File: src/rtl/io_controller.sv
// io_controller: character I/O sequencer for the basic computer.
// Input side buffers device bytes in a small FIFO that presents its head as
// INPR and its non-empty status as FGI. Output side holds one OUTR byte and
// offers it to the output device over a valid/ready handshake, with FGO
// reporting whether OUTR is free. INT_req is raised when interrupts are
// enabled and either flag is set.
// DEPTH must be a power of two and at least 2 so that the pointers wrap
// naturally.
module io_controller #(
    parameter int DEPTH  = 4,
    parameter int DATA_W = 8
) (
    input  logic              clock_i,
    input  logic              reset_i,
    input  logic              IN_valid_i,
    input  logic [DATA_W-1:0] IN_data_i,
    output logic              IN_ready_o,
    input  logic              INP_take_i,
    output logic [DATA_W-1:0] INPR_o,
    output logic              FGI_o,
    input  logic              OUTR_load_i,
    input  logic [DATA_W-1:0] AC_low_i,
    output logic              OUT_valid_o,
    output logic [DATA_W-1:0] OUT_data_o,
    input  logic              OUT_ready_i,
    output logic              FGO_o,
    input  logic              IEN_out_i,
    output logic              INT_req_o,
    output logic              IN_ovf_o,
    output logic              OUT_drop_o
);

    localparam int PW = $clog2(DEPTH);
    localparam int CW = PW + 1;

    typedef enum logic {
        OUT_IDLE,
        OUT_SEND
    } outState_e;

    // Input FIFO storage and bookkeeping
    logic [DATA_W-1:0] mem_q [DEPTH];
    logic [PW-1:0]     rdPtr_q, rdPtr_d;
    logic [PW-1:0]     wrPtr_q, wrPtr_d;
    logic [CW-1:0]     count_q, count_d;

    // Output side state
    outState_e         outState_q, outState_d;
    logic [DATA_W-1:0] outData_q, outData_d;

    // Sticky error flags
    logic              inOvf_q, inOvf_d;
    logic              outDrop_q, outDrop_d;

    logic              fifoFull;
    logic              fifoEmpty;
    logic              push;
    logic              pop;

    // Full/empty come from the registered count only, so a pop in the same
    // cycle never opens room for a push and no input reaches INPR/FGI combinationally.
    assign fifoFull  = (count_q == CW'(DEPTH));
    assign fifoEmpty = (count_q == '0);
    assign push      = IN_valid_i & ~fifoFull;
    assign pop       = INP_take_i & ~fifoEmpty;

    assign IN_ready_o  = ~fifoFull;
    assign FGI_o       = ~fifoEmpty;
    assign INPR_o      = fifoEmpty ? '0 : mem_q[rdPtr_q];

    assign OUT_valid_o = (outState_q == OUT_SEND);
    assign FGO_o       = (outState_q == OUT_IDLE);
    assign OUT_data_o  = outData_q;

    assign IN_ovf_o    = inOvf_q;
    assign OUT_drop_o  = outDrop_q;
    assign INT_req_o   = IEN_out_i & (FGI_o | FGO_o);

    // Next pointers, occupancy and overflow flag for the input FIFO
    always_comb begin
        rdPtr_d = rdPtr_q;
        wrPtr_d = wrPtr_q;
        count_d = count_q;
        inOvf_d = inOvf_q;
        if (push) begin
            wrPtr_d = wrPtr_q + PW'(1);
        end
        if (pop) begin
            rdPtr_d = rdPtr_q + PW'(1);
        end
        if (push && !pop) begin
            count_d = count_q + CW'(1);
        end else if (pop && !push) begin
            count_d = count_q - CW'(1);
        end
        if (INP_take_i && fifoEmpty) begin
            inOvf_d = 1'b1;
        end
    end

    // FIFO registers; reset discards any buffered bytes
    always_ff @(posedge clock_i) begin
        if (reset_i) begin
            rdPtr_q <= '0;
            wrPtr_q <= '0;
            count_q <= '0;
            inOvf_q <= 1'b0;
            for (int i = 0; i < DEPTH; i++) begin
                mem_q[i] <= '0;
            end
        end else begin
            rdPtr_q <= rdPtr_d;
            wrPtr_q <= wrPtr_d;
            count_q <= count_d;
            inOvf_q <= inOvf_d;
            if (push) begin
                mem_q[wrPtr_q] <= IN_data_i;
            end
        end
    end

    // Output handshake: capture AC_low when idle, hold it until the device accepts
    always_comb begin
        outState_d = outState_q;
        outData_d  = outData_q;
        outDrop_d  = outDrop_q;
        unique case (outState_q)
            OUT_IDLE: begin
                if (OUTR_load_i) begin
                    outData_d  = AC_low_i;
                    outState_d = OUT_SEND;
                end
            end
            OUT_SEND: begin
                if (OUTR_load_i) begin
                    outDrop_d = 1'b1;
                end
                if (OUT_ready_i) begin
                    outState_d = OUT_IDLE;
                end
            end
            default: begin
                outState_d = OUT_IDLE;
            end
        endcase
    end

    // Output state register; reset drops any byte still waiting for the device
    always_ff @(posedge clock_i) begin
        if (reset_i) begin
            outState_q <= OUT_IDLE;
            outData_q  <= '0;
            outDrop_q  <= 1'b0;
        end else begin
            outState_q <= outState_d;
            outData_q  <= outData_d;
            outDrop_q  <= outDrop_d;
        end
    end

endmodule

File: config.mk
export PLATFORM = sky130hd
export DESIGN_NAME = io_controller
export DESIGN_NICKNAME = d
export VERILOG_FILES = /design/src/rtl/io_controller.sv
export SDC_FILE = /design/constraint.sdc
export NUM_CORES = 1
export LEC_CHECK = 0
export ABC_AREA = 0
export CELL_PAD_IN_SITES_DETAIL_PLACEMENT = 1
export CELL_PAD_IN_SITES_GLOBAL_PLACEMENT = 1
export CORE_ASPECT_RATIO = 1.2
export CORE_MARGIN = 4
export CORE_UTILIZATION = 30
export CTS_CLUSTER_DIAMETER = 50
export DETAILED_ROUTE_END_ITERATION = 8
export PLACE_DENSITY_LB_ADDON = 0.1
export SLEW_MARGIN = 30
export SYNTH_ARGS = -nofsm -noshare
export SYNTH_HDL_FRONTEND = slang
export SYNTH_SLANG_ARGS = --single-unit
File: constraint.sdc
create_clock -name clock_i -period 3.1 [get_ports clock_i]
set_clock_uncertainty 0.05 [all_clocks]
set_input_delay 0.31 -clock clock_i [delete_from_list [all_inputs] [get_ports clock_i]]
set_output_delay 0.31 -clock clock_i [all_outputs]
set_load 0.01 [all_outputs]
# After elaboration in Yosys (flattened, before gate mapping)
# Memory sizes are Yosys's and may differ from the RTL's. A register that Yosys moved wholly into a read port is not among the register bits.
# Index checks and enable logic that the tools add are counted.
# W data, S select, Z words.
# word_totals
reg_bits	18
ram_bits	32
in_bits	23
out_inout_bits	23
elab_cells	46
memories	1
# op_classes
n_addsub	4
n_eq_ne	1
muxes	16
bitwise_logic	7
n_reduce_logical	10
# memory_table
memory	depth	width	read_ports	rd_clocked_by_memory_dff	write_ports	line	rtl
mem_q	4	8	1	1	4	42	logic [DATA_W-1:0] mem_q [DEPTH];
# ops
operator	count
$mux W8	2
$mux W1	8
$reduce_or A8 Y1	1
$mux W2	3
$mux W3	2
$add A2 B1 Y2 const B	2
$reduce_and A2 Y1	2
$add A3 B1 Y3 const B	1
$and A1 B1 Y1	3
$eq A3 B3 Y1 const B	1
$logic_and A1 B1 Y1	3
$logic_not A3 Y1	1
$not A1 Y1	3
$sub A3 B1 Y3 const B	1
$logic_not A1 Y1	2
$pmux W1 S2	1
$reduce_bool A2 Y1	1
$or A1 B1 Y1	1

# Longest topological paths before layout
# Gate-level depths: netlist of run 1.
# depth
ltp_word	8
mapped_depth	10
ltp_nobuf	9

# Worst setup path before layout of run 1
# No wires, ideal clock.
# synth_path
path_type	reg-to-reg
from	reg count_q[0]
to	reg count_q[2]
t_arrival_ps	2040
slack_ps	940
stages_incl_launch_ff	11
cell_sequence	dfxtp_1 > nor3b_4 > inv_2 > and2_1 > buf_2 > ha_1 > inv_1 > fa_1 > xor2_1 > or3_1 > a21oi_1
# synth_between
elab_chain_cells	6
word_cells_on_any_way	15
# synth_rtl
item	line	rtl
start: declaration	45	logic [CW-1:0] count_q, count_d;
start signal: assignment	114	count_q <= count_d;
$eq A3 B3 Y1 *	62	assign fifoFull = (count_q == CW'(DEPTH));
$not A1 Y1 *	-	
named net IN_ready_o	17	output logic IN_ready_o,
$and A1 B1 Y1 *	64	assign push = IN_valid_i & ~fifoFull;
named net push	57	logic push;
$logic_not A1 Y1	93	end else if (pop && !push) begin
$logic_and A1 B1 Y1	93	
$reduce_bool A2 Y1 (no source line)	-	
# The timed path passes the listed nets; every way through them passes the cells marked *. The select of a mux whose other input is x is not followed.
# A chain may end at the register's enable or synchronous reset.

==> run_results.csv, run 1 <==
group,metric,value,unit
timing,finalSetupViolCount,0,
placement,place_inst,315,
timing,slew_headroom,59.9,%
cells_and_area,drive_gt1_share,10.3,%
placement,gp_congestion,0.680,
timing,worstMarginPinSlew,0.601,ns
logic_synthesis,yosys.cell_types.count,33,
logic_synthesis,synth_edf_count,32,
clocking,cts_tree,"done",
global_routing,grt_usage,12.3,%
placement,place_area,0.00284,mm²
cells_and_area,fin_nets,257,
logic_synthesis,syn_avg_cell_area,12.3,µm²
global_routing,grt-ovfl-total,0,
clocking,cts_root_buf,"clkbuf_8",
setup_path,reg2reg_slack,0.79,ns
detailed_routing,drc,0,
clocking,clock_latency,0.31,ns
timing,worst_hold_slack,0.409,ns
cells_and_area,area_growth,29.6,%
worst_hold_path,hold_path_depth,2,
detailed_routing,final_antenna_net_count,0,
timing,min_period_over_period,83.7,%
cells_and_area,diodes,0,
timing,drv_slew,0,
logic_synthesis,synth_area_leader_cell,"edfxtp_1",
clocking,cts_buffer_depth,2,
logic_synthesis,async_flop_share,0,%
logic_synthesis,synth_area_leaders,"edfxtp_1 42%, dfxtp_1 18%, and2_1 9.1%",
timing,finalHoldViolations,0,
floorplan,die_w,87.5,µm
clocking,h-tree-depth,2,
clocking,clk_pin_slew_worst_paths,0.10,ns
worst_hold_path,min_path_type,"reg -> reg",
clocking,cts_buffers,5,
placement,hpwl,3.53,mm
logic_synthesis,syn-num-nets,210,
global_routing,grt_max_degree,19,
power_and_ir_drop,p_leak,1.08,nW
detailed_routing,avgRoutedWirePerCell,15.9,µm
detailed_routing,vias_per_cell,4.69,
global_routing,antenna_found_initial,0,
floorplan,die_h,103,µm
outcome,outcome,"complete, no violations",
placement,port_buffers,45,
cells_and_area,fin_util,40.3,%
cells_and_area,design_area,0.00295,mm²
floorplan,rows,34,
setup_path,cp-end-kind,"output port",
clocking,postCtsHoldBufs,0,
job,maxCapViolations,0,
power_and_ir_drop,p_per_area,709,mW/mm²
detailed_routing,drt_pass1_iterations,4,
cells_and_area,layoutNonFillerInstCount,323,
setup_path,reg2regPathDepth,9,
setup_path,cp_max_fo,8,
logic_synthesis,synth_top_area_share,42.2,%
setup_path,r2r-start,"count_q[0]$_SDFFE_PP0P_",
detailed_routing,via_count,1514,
timing,fin_crit,2.60,ns
floorplan,core-area,0.00732,mm²
setup_path,r2r-end,"count_q[2]$_SDFFE_PP0P_",
logic_synthesis,yosysWarnings,0,
global_routing,grt_pass1_wl,8.27,mm
floorplan,boundaryPins,46,
logic_synthesis,syn_area,0.00227,mm²
setup_path,cp.required,2.74,ns
clocking,post_cts_buffers,0,
global_routing,grt_pass1_vias,1599,
timing,rsz0062_at_grt,"false",
clocking,cts-resized-gates,0,
worst_hold_path,hold_end,"OUT_data_o[1]$_SDFFE_PP0P_",
timing,clock.fmax,385,MHz
setup_path,critPathLaunchType,"flip-flop",
logic_synthesis,ys.flop_type,"edfxtp_1",
worst_hold_path,holdCritStartpoint,"OUT_data_o[1]$_SDFFE_PP0P_",
timing,setup_tns,0,ns
power_and_ir_drop,peakVddDrop,0.271,mV
floorplan,initial_core_util,31.1,%
logic_synthesis,ys_ff_latch,52,
clocking,clkSinkCount,52,
setup_path,criticalPathCategory,"reg -> out",
setup_path,arrival,2.24,ns
detailed_routing,wirelength,5.13,mm
detailed_routing,drt_iter0_markers,46,
floorplan,dieArea,0.00905,mm²
logic_synthesis,ys_seq_area_share,59.8,%
logic_synthesis,synth_cells,185,
==> stage by stage <==
stage                     power [mW]  setup WS (ns)
after floorplan                 1.32          0.940
after global placement          1.64          0.637
after detailed placement        1.65          0.574
after CTS                       2.13          0.434
after global routing            2.24          0.345
final                           2.09          0.504
==> synthesized netlist by cell type, types with 2 or more instances <==
master	count
a21o_1	2
a21oi_1	14
a31o_1	3
and2_1	33
buf_1	3
buf_2	2
clkbuf_1	4
dfxtp_1	20
edfxtp_1	32
inv_1	5
mux4_2	8
nand2_1	18
nand2b_1	2
nor2_1	7
nor2b_1	9
nor3b_1	2
o21ai_0	2
or3_1	2
xor2_1	3
==> sequential cells by signal (all words and copies together) (netlist names), named ones only <==
| signal | count |
|---|---|
| OUT_data_o | 8 |
| count_q | 3 |
| OUT_valid_o | 1 |
| mem_q | 32 |
| OUT_drop_o | 1 |
| wrPtr_q | 2 |
| rdPtr_q | 2 |
| IN_ovf_o | 1 |
==> cells by family (layout without fill, tap and decap cells) <==
group           after synthesis  in the layout  share of synthesized area, %
xor+xnor                      3              3                          1.16
buf+inv                      15             63                          2.58
fa+ha+maj                     2              2                          1.43
flops                        52             52                          59.8
simple gates                 80             80                          20.2
compound gates               24             24                          6.38
mux                           9              9                          8.36
==> how the worst max path moves through the flow <==
stage | startpoint | end | slack [ns]
global placement | IN_valid_i | count_q[2]$_SDFFE_PP0P_ | 0.64
finish | flip-flop | INPR_o[4] | 0.50
floorplan | count_q[0]$_SDFFE_PP0P_ | count_q[2]$_SDFFE_PP0P_ | 0.94
global route | flip-flop | INPR_o[4] | 0.34
detailed placement | IN_valid_i | count_q[2]$_SDFFE_PP0P_ | 0.57
CTS | flip-flop | INPR_o[4] | 0.43
==> cells in the final DEF (no fill, tap or decap) <==
cell | netlist | routed
a21boi_0 | 1 | 1
a21o_1 | 2 | 2
a21oi_1 | 14 | 14
a311oi_1 | 1 | 1
a31o_1 | 3 | 3
and2_1 | 33 | 33
and3_1 | 1 | 1
and4b_1 | 1 | 1
buf_4 | 0 | 4
bufinv_16 | 0 | 1
clkbuf_1 | 4 | 1
clkbuf_8 | 0 | 5
clkdlybuf4s50_1 | 0 | 45
dfxtp_1 | 20 | 20
edfxtp_1 | 32 | 32
fa_1 | 1 | 1
ha_1 | 1 | 1
inv_1 | 5 | 5
inv_2 | 1 | 1
inv_6 | 0 | 1
mux2i_1 | 1 | 1
mux4_2 | 8 | 8
nand2_1 | 18 | 18
nand2b_1 | 2 | 2
nand3_1 | 1 | 1
nor2_1 | 7 | 7
nor2b_1 | 9 | 9
nor3_2 | 0 | 1
nor3b_1 | 2 | 2
nor3b_4 | 1 | 1
nor4_2 | 1 | 1
o21ai_0 | 2 | 2
o31ai_1 | 1 | 1
or2_2 | 1 | 1
or3_1 | 2 | 2
xor2_1 | 3 | 3
==> power by group <==
part	switching, mW	leakage [nW]	total [mW]	internal, mW
combinational	0.305	0.523	0.676	0.371
sequential	0.0999	0.499	0.936	0.836
clock	0.232	0.0558	0.477	0.244
==> worst max-delay path: stages, from the launching register on <==
cell and delay (ns):
dfxtp_1 0.71, mux4_2 0.58, nor2b_1 0.15, clkdlybuf4s50_1 0.49
==> metal layers <==
layer	vias up	share of wire [%]	GRT usage, %
li1	738	-	-
met1	728	43	14.8
met2	41	50	21.3
met3	7	6.1	3.17
met4	0	1.4	3.90
met5	-	0	0
==> area by class of cell <==
| type | count | area (µm²) |
|---|---|---|
| Clock buffer | 6 | 72.6 |
| Clock inverter | 2 | 38.8 |
| Fill cell | 792 | 4370 |
| Inverter | 6 | 22.5 |
| Multi-Input combinational cell | 118 | 860 |
| Sequential cell | 52 | 1360 |
| Tap cell | 90 | 113 |
| Timing Repair Buffer | 49 | 480 |
(Power assumes the default switching activity.)
==> run 2: changes to the inputs <==
Clock period 3.1 ns to 2.5 ns, I/O delays scaled along.
==> run 2 against run 1 <==
Against the previous run: non-clock buffer count rose by 1; sequential share of layout area rose by 0.24 points; via count rose by 0.79%; register-to-register slack got worse by 0.61 ns; clock power fell by 1%; routed wire length rose by 3.0%; die area did not move; critical endpoint is now count_q[2]$_SDFFE_PP0P_; largest cell class unchanged; highest routed layer unchanged.
==> run_results.csv, run 2 (synthesis gave the netlist of run 1 again) <==
group,metric,value,unit
outcome,outcome,"complete, no violations",
job,maxCapViolations,0,
worst_hold_path,min_path_type,"reg -> reg",
placement,port_buffers,45,
cells_and_area,drive_gt1_share,10.7,%
power_and_ir_drop,p_int,1.70,mW
power_and_ir_drop,p_sw,789,µW
clocking,clock_latency,0.30,ns
setup_path,reg2reg_slack,0.18,ns
cells_and_area,area_growth,28.9,%
setup_path,cp_max_fo,7,
power_and_ir_drop,p_leak,1.07,nW
floorplan,initial_core_util,31.1,%
timing,fin_crit,2.32,ns
clocking,cts_buffers,5,
detailed_routing,final_antenna_net_count,0,
clocking,cts_tree,"done",
floorplan,die_h,103,µm
clocking,cts-resized-gates,0,
cells_and_area,regArea,0.00136,mm²
timing,slew_headroom,59.7,%
placement,hpwl,3.66,mm
timing,rsz0062_at_grt,"false",
timing,worst_slack,0.180,ns
global_routing,grt-ovfl-total,0,
setup_path,crit_end,"count_q[2]$_SDFFE_PP0P_",
cells_and_area,final_common_cell,"clkdlybuf4s50_1",
global_routing,antenna_found_initial,0,
floorplan,dieArea,0.00905,mm²
power_and_ir_drop,p_per_area,849,mW/mm²
setup_path,cp_cell_sequence,"nor3b_4 -> inv_2 -> and2_1 -> ha_1 -> inv_1 -> fa_1 -> xor2_1 -> or3_1 -> a21oi_1",
timing,min_period_over_period,92.8,%
setup_path,setup.worst_path.start,"count_q[0]$_SDFFE_PP0P_",
timing,finalHoldViolations,0,
placement,gp_congestion,0.695,
power_and_ir_drop,peakVddDrop,0.336,mV
clocking,h-tree-depth,2,
detailed_routing,drc,0,
floorplan,boundaryPins,46,
setup_path,cp.required,2.69,ns
cells_and_area,top_register,"mem_q",
global_routing,grt_usage,12.5,%
detailed_routing,via_count,1526,
cells_and_area,fin_nets,258,
global_routing,grt_pass1_wl,8.41,mm
power_and_ir_drop,p_comb_share,35.6,%
placement,place_inst,316,
cells_and_area,diodes,0,
cells_and_area,fin_util,40.1,%
detailed_routing,vias_per_cell,4.71,
power_and_ir_drop,power_frac_seq,45.5,%
clocking,cts_root_buf,"clkbuf_8",
detailed_routing,avgRoutedWirePerCell,16.3,µm
cells_and_area,largest_reg_flops,32,
floorplan,core-area,0.00732,mm²
setup_path,arrival,2.51,ns
clocking,clkSinkCount,52,
power_and_ir_drop,clockPowerShare,18.9,%
clocking,postCtsHoldBufs,0,
clocking,cts_buffer_depth,2,
floorplan,rows,34,
global_routing,grt_pass1_vias,1614,
placement,place_ws,0.193,ns
cells_and_area,final_cell_mix,"45 x clkdlybuf4s50_1, 33 x and2_1, 32 x edfxtp_1",
clocking,clk_pin_slew_worst_paths,0.10,ns
cells_and_area,multiInputGateArea,865,µm²
setup_path,critPathLaunchType,"flip-flop",
power_and_ir_drop,switching_share,31.7,%
cells_and_area,layoutNonFillerInstCount,324,
cells_and_area,fillers,807,
detailed_routing,wirelength,5.29,mm
setup_path,criticalPathCategory,"reg -> reg",
detailed_routing,drt_pass1_iterations,4,
floorplan,die_w,87.5,µm
setup_path,r2r-end,"count_q[2]$_SDFFE_PP0P_",
timing,worstMarginPinSlew,0.602,ns
setup_path,slowest_stage,"dfxtp_1",
clocking,post_cts_buffers,0,
timing,finalSetupViolCount,0,
timing,drv_slew,0,
setup_path,cp-end-kind,"flip-flop",
timing,clock.fmax,431,MHz
setup_path,reg2regPathDepth,9,
setup_path,r2r-start,"count_q[0]$_SDFFE_PP0P_",
setup_path,max_stage_delay,0.51,ns
detailed_routing,drt_iter0_markers,41,
global_routing,grt_max_degree,27,
timing,setup_tns,0,ns
-- run 2: changes by cell type in the layout (fill, tap and decap cells not counted), sizes merged --
cell      before  now
buf            4    5
clkinv         0    1
inv            7    6
bufinv         1    0
clkinvlp       0    1
-- run 2: worst min-delay path by stage --
stage	end	start	slack [ns]	depth (start not counted)
floorplan	OUT_data_o[0]$_SDFFE_PP0P_	AC_low_i[0]	0.34	2
global placement	OUT_data_o[5]$_SDFFE_PP0P_	OUT_data_o[5]$_SDFFE_PP0P_	0.39	2
detailed placement	OUT_data_o[1]$_SDFFE_PP0P_	OUT_data_o[1]$_SDFFE_PP0P_	0.40	2
CTS	OUT_data_o[1]$_SDFFE_PP0P_	OUT_data_o[1]$_SDFFE_PP0P_	0.41	2
global route	OUT_data_o[1]$_SDFFE_PP0P_	OUT_data_o[1]$_SDFFE_PP0P_	0.44	2
finish	OUT_data_o[1]$_SDFFE_PP0P_	OUT_data_o[1]$_SDFFE_PP0P_	0.41	2
-- run 2: critical path, delay by kind of cell (launching register included) --
family	cells	cell delay (ns)
adder cells (fa/ha/maj)	2	0.58
flip-flops	1	0.51
XOR/XNOR	1	0.16
AO/OA/AOI/OAI	1	0.14
buffers and inverters	2	0.18
AND/OR/NAND/NOR	3	0.64
-- run 2: stage by stage --
step / area, µm² / power (mW) / hold WS (ns)
finish: 2930 / 2.49 / 0.410
global route: 2930 / 2.67 / 0.435
CTS: 2930 / 2.55 / 0.411
detailed placement: 2850 / 2.06 / 0.397
global placement: 2840 / 2.05 / 0.394
floorplan: 2270 / 1.64 / 0.336
-- run 2: layout make-up --
type                    count  area share (%)
clock buffers               6            2.47
clock inverters             2           0.384
inverters                   6           0.768
multi-input cells         118            29.5
flip-flops and latches     52            46.4
well taps                  90            3.84
repair buffers             50            16.6
-- run 2: power groups by stage --
stage / Combinational, mW / Sequential, mW / Clock [mW]
final: 0.887 / 1.13 / 0.470
after global placement: 0.902 / 1.15 / 0
after floorplan: 0.516 / 1.12 / 0
after global routing: 0.986 / 1.15 / 0.531
after detailed placement: 0.909 / 1.15 / 0
after CTS: 0.916 / 1.14 / 0.493
-- run 2: routing by layer --
metal | global-route usage, % | vias up | wire length, µm
met1 | 14.3 | 734 | 2140
met4 | 3.54 | 0 | 57
met3 | 3.09 | 6 | 339
li1 | - | 740 | -
met5 | 0 | - | 0
met2 | 23.1 | 46 | 2750
==> run 3: changes to the inputs <==
Settings changed: GPL_TIMING_DRIVEN from default to 0.
==> run 3 against run 2 <==
Against the previous run: critical path depth decreased by 5; largest power group unchanged; first-iteration DRC count is 20% lower; via count decreased by 0.92%; utilization increased by 0.43 points; cell area is 1.1% higher; fmax fell by 1.4%; sequential cell count stayed put; combinational power barely moved; sequential share of layout area decreased by 0.41 points; die area unchanged.
==> run_results.csv, run 3 (synthesis gave the netlist of run 1 again) <==
group,metric,value,unit
outcome,outcome,"complete, no violations",
timing,min_period_over_period,94.1,%
placement,place_ws,-0.0433,ns
clocking,clock_latency,0.30,ns
cells_and_area,fin_nets,261,
clocking,cts_buffer_depth,2,
setup_path,arrival,2.05,ns
cells_and_area,fillers,774,
floorplan,initial_core_util,31.1,%
placement,hpwl,3.65,mm
timing,worstMarginPinSlew,0.669,ns
global_routing,grt_max_degree,17,
detailed_routing,via_count,1512,
cells_and_area,fin_util,40.5,%
cells_and_area,top_register,"mem_q",
timing,worst_hold_slack,0.410,ns
setup_path,criticalPathCategory,"reg -> out",
setup_path,cp_cell_sequence,"clkbuf_1 -> mux4_2 -> nor2b_1 -> clkdlybuf4s50_1",
setup_path,cp.buffers_inverters,2,
cells_and_area,diodes,0,
timing,fin_crit,2.35,ns
timing,finalSetupViolCount,0,
worst_hold_path,min_path_type,"reg -> reg",
setup_path,max_stage_delay,0.49,ns
timing,finalHoldViolations,0,
detailed_routing,wirelength,5.24,mm
timing,clock.fmax,425,MHz
detailed_routing,final_antenna_net_count,0,
global_routing,grt_use_met2,22.4,%
clocking,post_cts_buffers,0,
setup_path,r2r-start,"count_q[2]$_SDFFE_PP0P_",
global_routing,antenna_found_initial,0,
timing,worst_slack,0.148,ns
floorplan,dieArea,0.00905,mm²
clocking,cts_tree,"done",
floorplan,rows,34,
cells_and_area,design_area,0.00296,mm²
detailed_routing,drt_pass1_iterations,4,
setup_path,cp-end-kind,"output port",
clocking,clk_pin_slew_worst_paths,0.09,ns
global_routing,grt.met3_usage,2.54,%
power_and_ir_drop,p_total,2.59,mW
cells_and_area,area_growth,30.3,%
setup_path,cp_max_fo,8,
global_routing,grt_pass1_vias,1581,
clocking,clkSinkCount,52,
detailed_routing,avgRoutedWirePerCell,16.0,µm
setup_path,slowest_stage,"clkdlybuf4s50_1",
detailed_routing,drc,0,
clocking,cts_buffers,5,
setup_path,path_delay_family,"buffers and inverters",
detailed_routing,drt_iter0_markers,33,
cells_and_area,largest_reg_flops,32,
setup_path,critPathLaunchType,"flip-flop",
clocking,cts_root_buf,"clkbuf_8",
placement,port_buffers,44,
global_routing,grt_usage,12.4,%
floorplan,core-area,0.00732,mm²
floorplan,boundaryPins,46,
cells_and_area,drive_gt1_share,11.4,%
clocking,h-tree-depth,2,
global_routing,use_met1,14.7,%
setup_path,reg2reg_slack,0.23,ns
setup_path,reg2regPathDepth,10,
worst_hold_path,hold_end,"OUT_data_o[2]$_SDFFE_PP0P_",
cells_and_area,final_cell_mix,"44 x clkdlybuf4s50_1, 33 x and2_1, 32 x edfxtp_1",
detailed_routing,vias_per_cell,4.62,
setup_path,r2r-end,"count_q[2]$_SDFFE_PP0P_",
placement,place_area,0.00284,mm²
power_and_ir_drop,p_per_area,873,mW/mm²
worst_hold_path,hold_path_depth,2,
timing,drv_slew,0,
global_routing,grt-ovfl-total,0,
floorplan,die_w,87.5,µm
global_routing,grt_pass1_wl,8.20,mm
power_and_ir_drop,p_leak,1.08,nW
timing,rsz0062_at_grt,"false",
placement,gp_congestion,0.708,
cells_and_area,final_common_cell,"clkdlybuf4s50_1",
global_routing,busiest_layer,"met2",
power_and_ir_drop,peakVddDrop,0.302,mV
setup_path,cp.required,2.20,ns
worst_hold_path,holdCritStartpoint,"OUT_data_o[2]$_SDFFE_PP0P_",
timing,slew_headroom,55.2,%
job,maxCapViolations,0,
floorplan,die_h,103,µm
-- run 3: cell types whose count changed in the layout (fill, tap and decap cells not counted), sizes merged --
| cell | previous run | this run |
|---|---|---|
| clkbuf | 6 | 10 |
| bufinv | 0 | 1 |
| buf | 5 | 4 |
| clkdlybuf4s50 | 45 | 44 |
-- run 3: worst min-delay path, delay by kind of cell (launching register included) --
family           cells  cell delay, ns
AND/OR/NAND/NOR      1            0.05
flip-flops           1            0.32
AO/OA/AOI/OAI        1            0.05
-- run 3: routing by layer --
| layer | share of wire (%) | routed length, µm | vias up |
|---|---|---|---|
| li1 | - | - | 746 |
| met4 | 1.3 | 68 | 0 |
| met3 | 5.2 | 272 | 5 |
| met2 | 51 | 2670 | 42 |
| met1 | 43 | 2230 | 719 |
| met5 | 0 | 0 | - |
-- run 3: power by group --
group          leakage, nW  internal (mW)  total, mW  switching, mW
Combinational        0.522          0.458      0.888          0.429
Sequential           0.500           1.04       1.12         0.0821
Clock               0.0541          0.297      0.576          0.280
-- run 3: worst max path at each step --
stage	depth (start not counted)	from	to	slack [ns]
floorplan	10	count_q[0]$_SDFFE_PP0P_	count_q[2]$_SDFFE_PP0P_	0.34
global placement	9	IN_valid_i	count_q[2]$_SDFFE_PP0P_	-0.01
detailed placement	9	IN_valid_i	count_q[2]$_SDFFE_PP0P_	-0.04
CTS	4	count_q[0]$_SDFFE_PP0P_	INT_req_o	0.04
global route	4	flip-flop	INPR_o[5]	0.02
finish	4	flip-flop	INPR_o[3]	0.15
-- run 3: metrics by stage --
| stage | std cells | setup TNS, ns |
|---|---|---|
| floorplan | 185 | 0 |
| global placement | 319 | -0.0117 |
| detailed placement | 319 | -0.0433 |
| CTS | 327 | 0 |
| global route | 327 | 0 |
| finish | 327 | 0 |
-- run 3: timing repair --
item / in CTS / in global routing
cloned: 0 / 0
endpoints found under the hold margin: 0 / 0
gates resized for setup: 1 / 4
endpoints found under the setup margin: 9 / 10
pin swaps: 0 / 0
hold buffers: 0 / 0
-- run 3: layout make-up --
class / count / area [µm²] / area share, %
Multi-Input combinational cell: 118 / 873 / 29.5
Inverter: 6 / 22.5 / 0.760
Buffer: 9 / 40.0 / 1.35
Clock buffer: 5 / 68.8 / 2.32
Tap cell: 90 / 113 / 3.80
Timing Repair Buffer: 44 / 440 / 14.9
Clock inverter: 3 / 42.5 / 1.44
Sequential cell: 52 / 1360 / 46.0
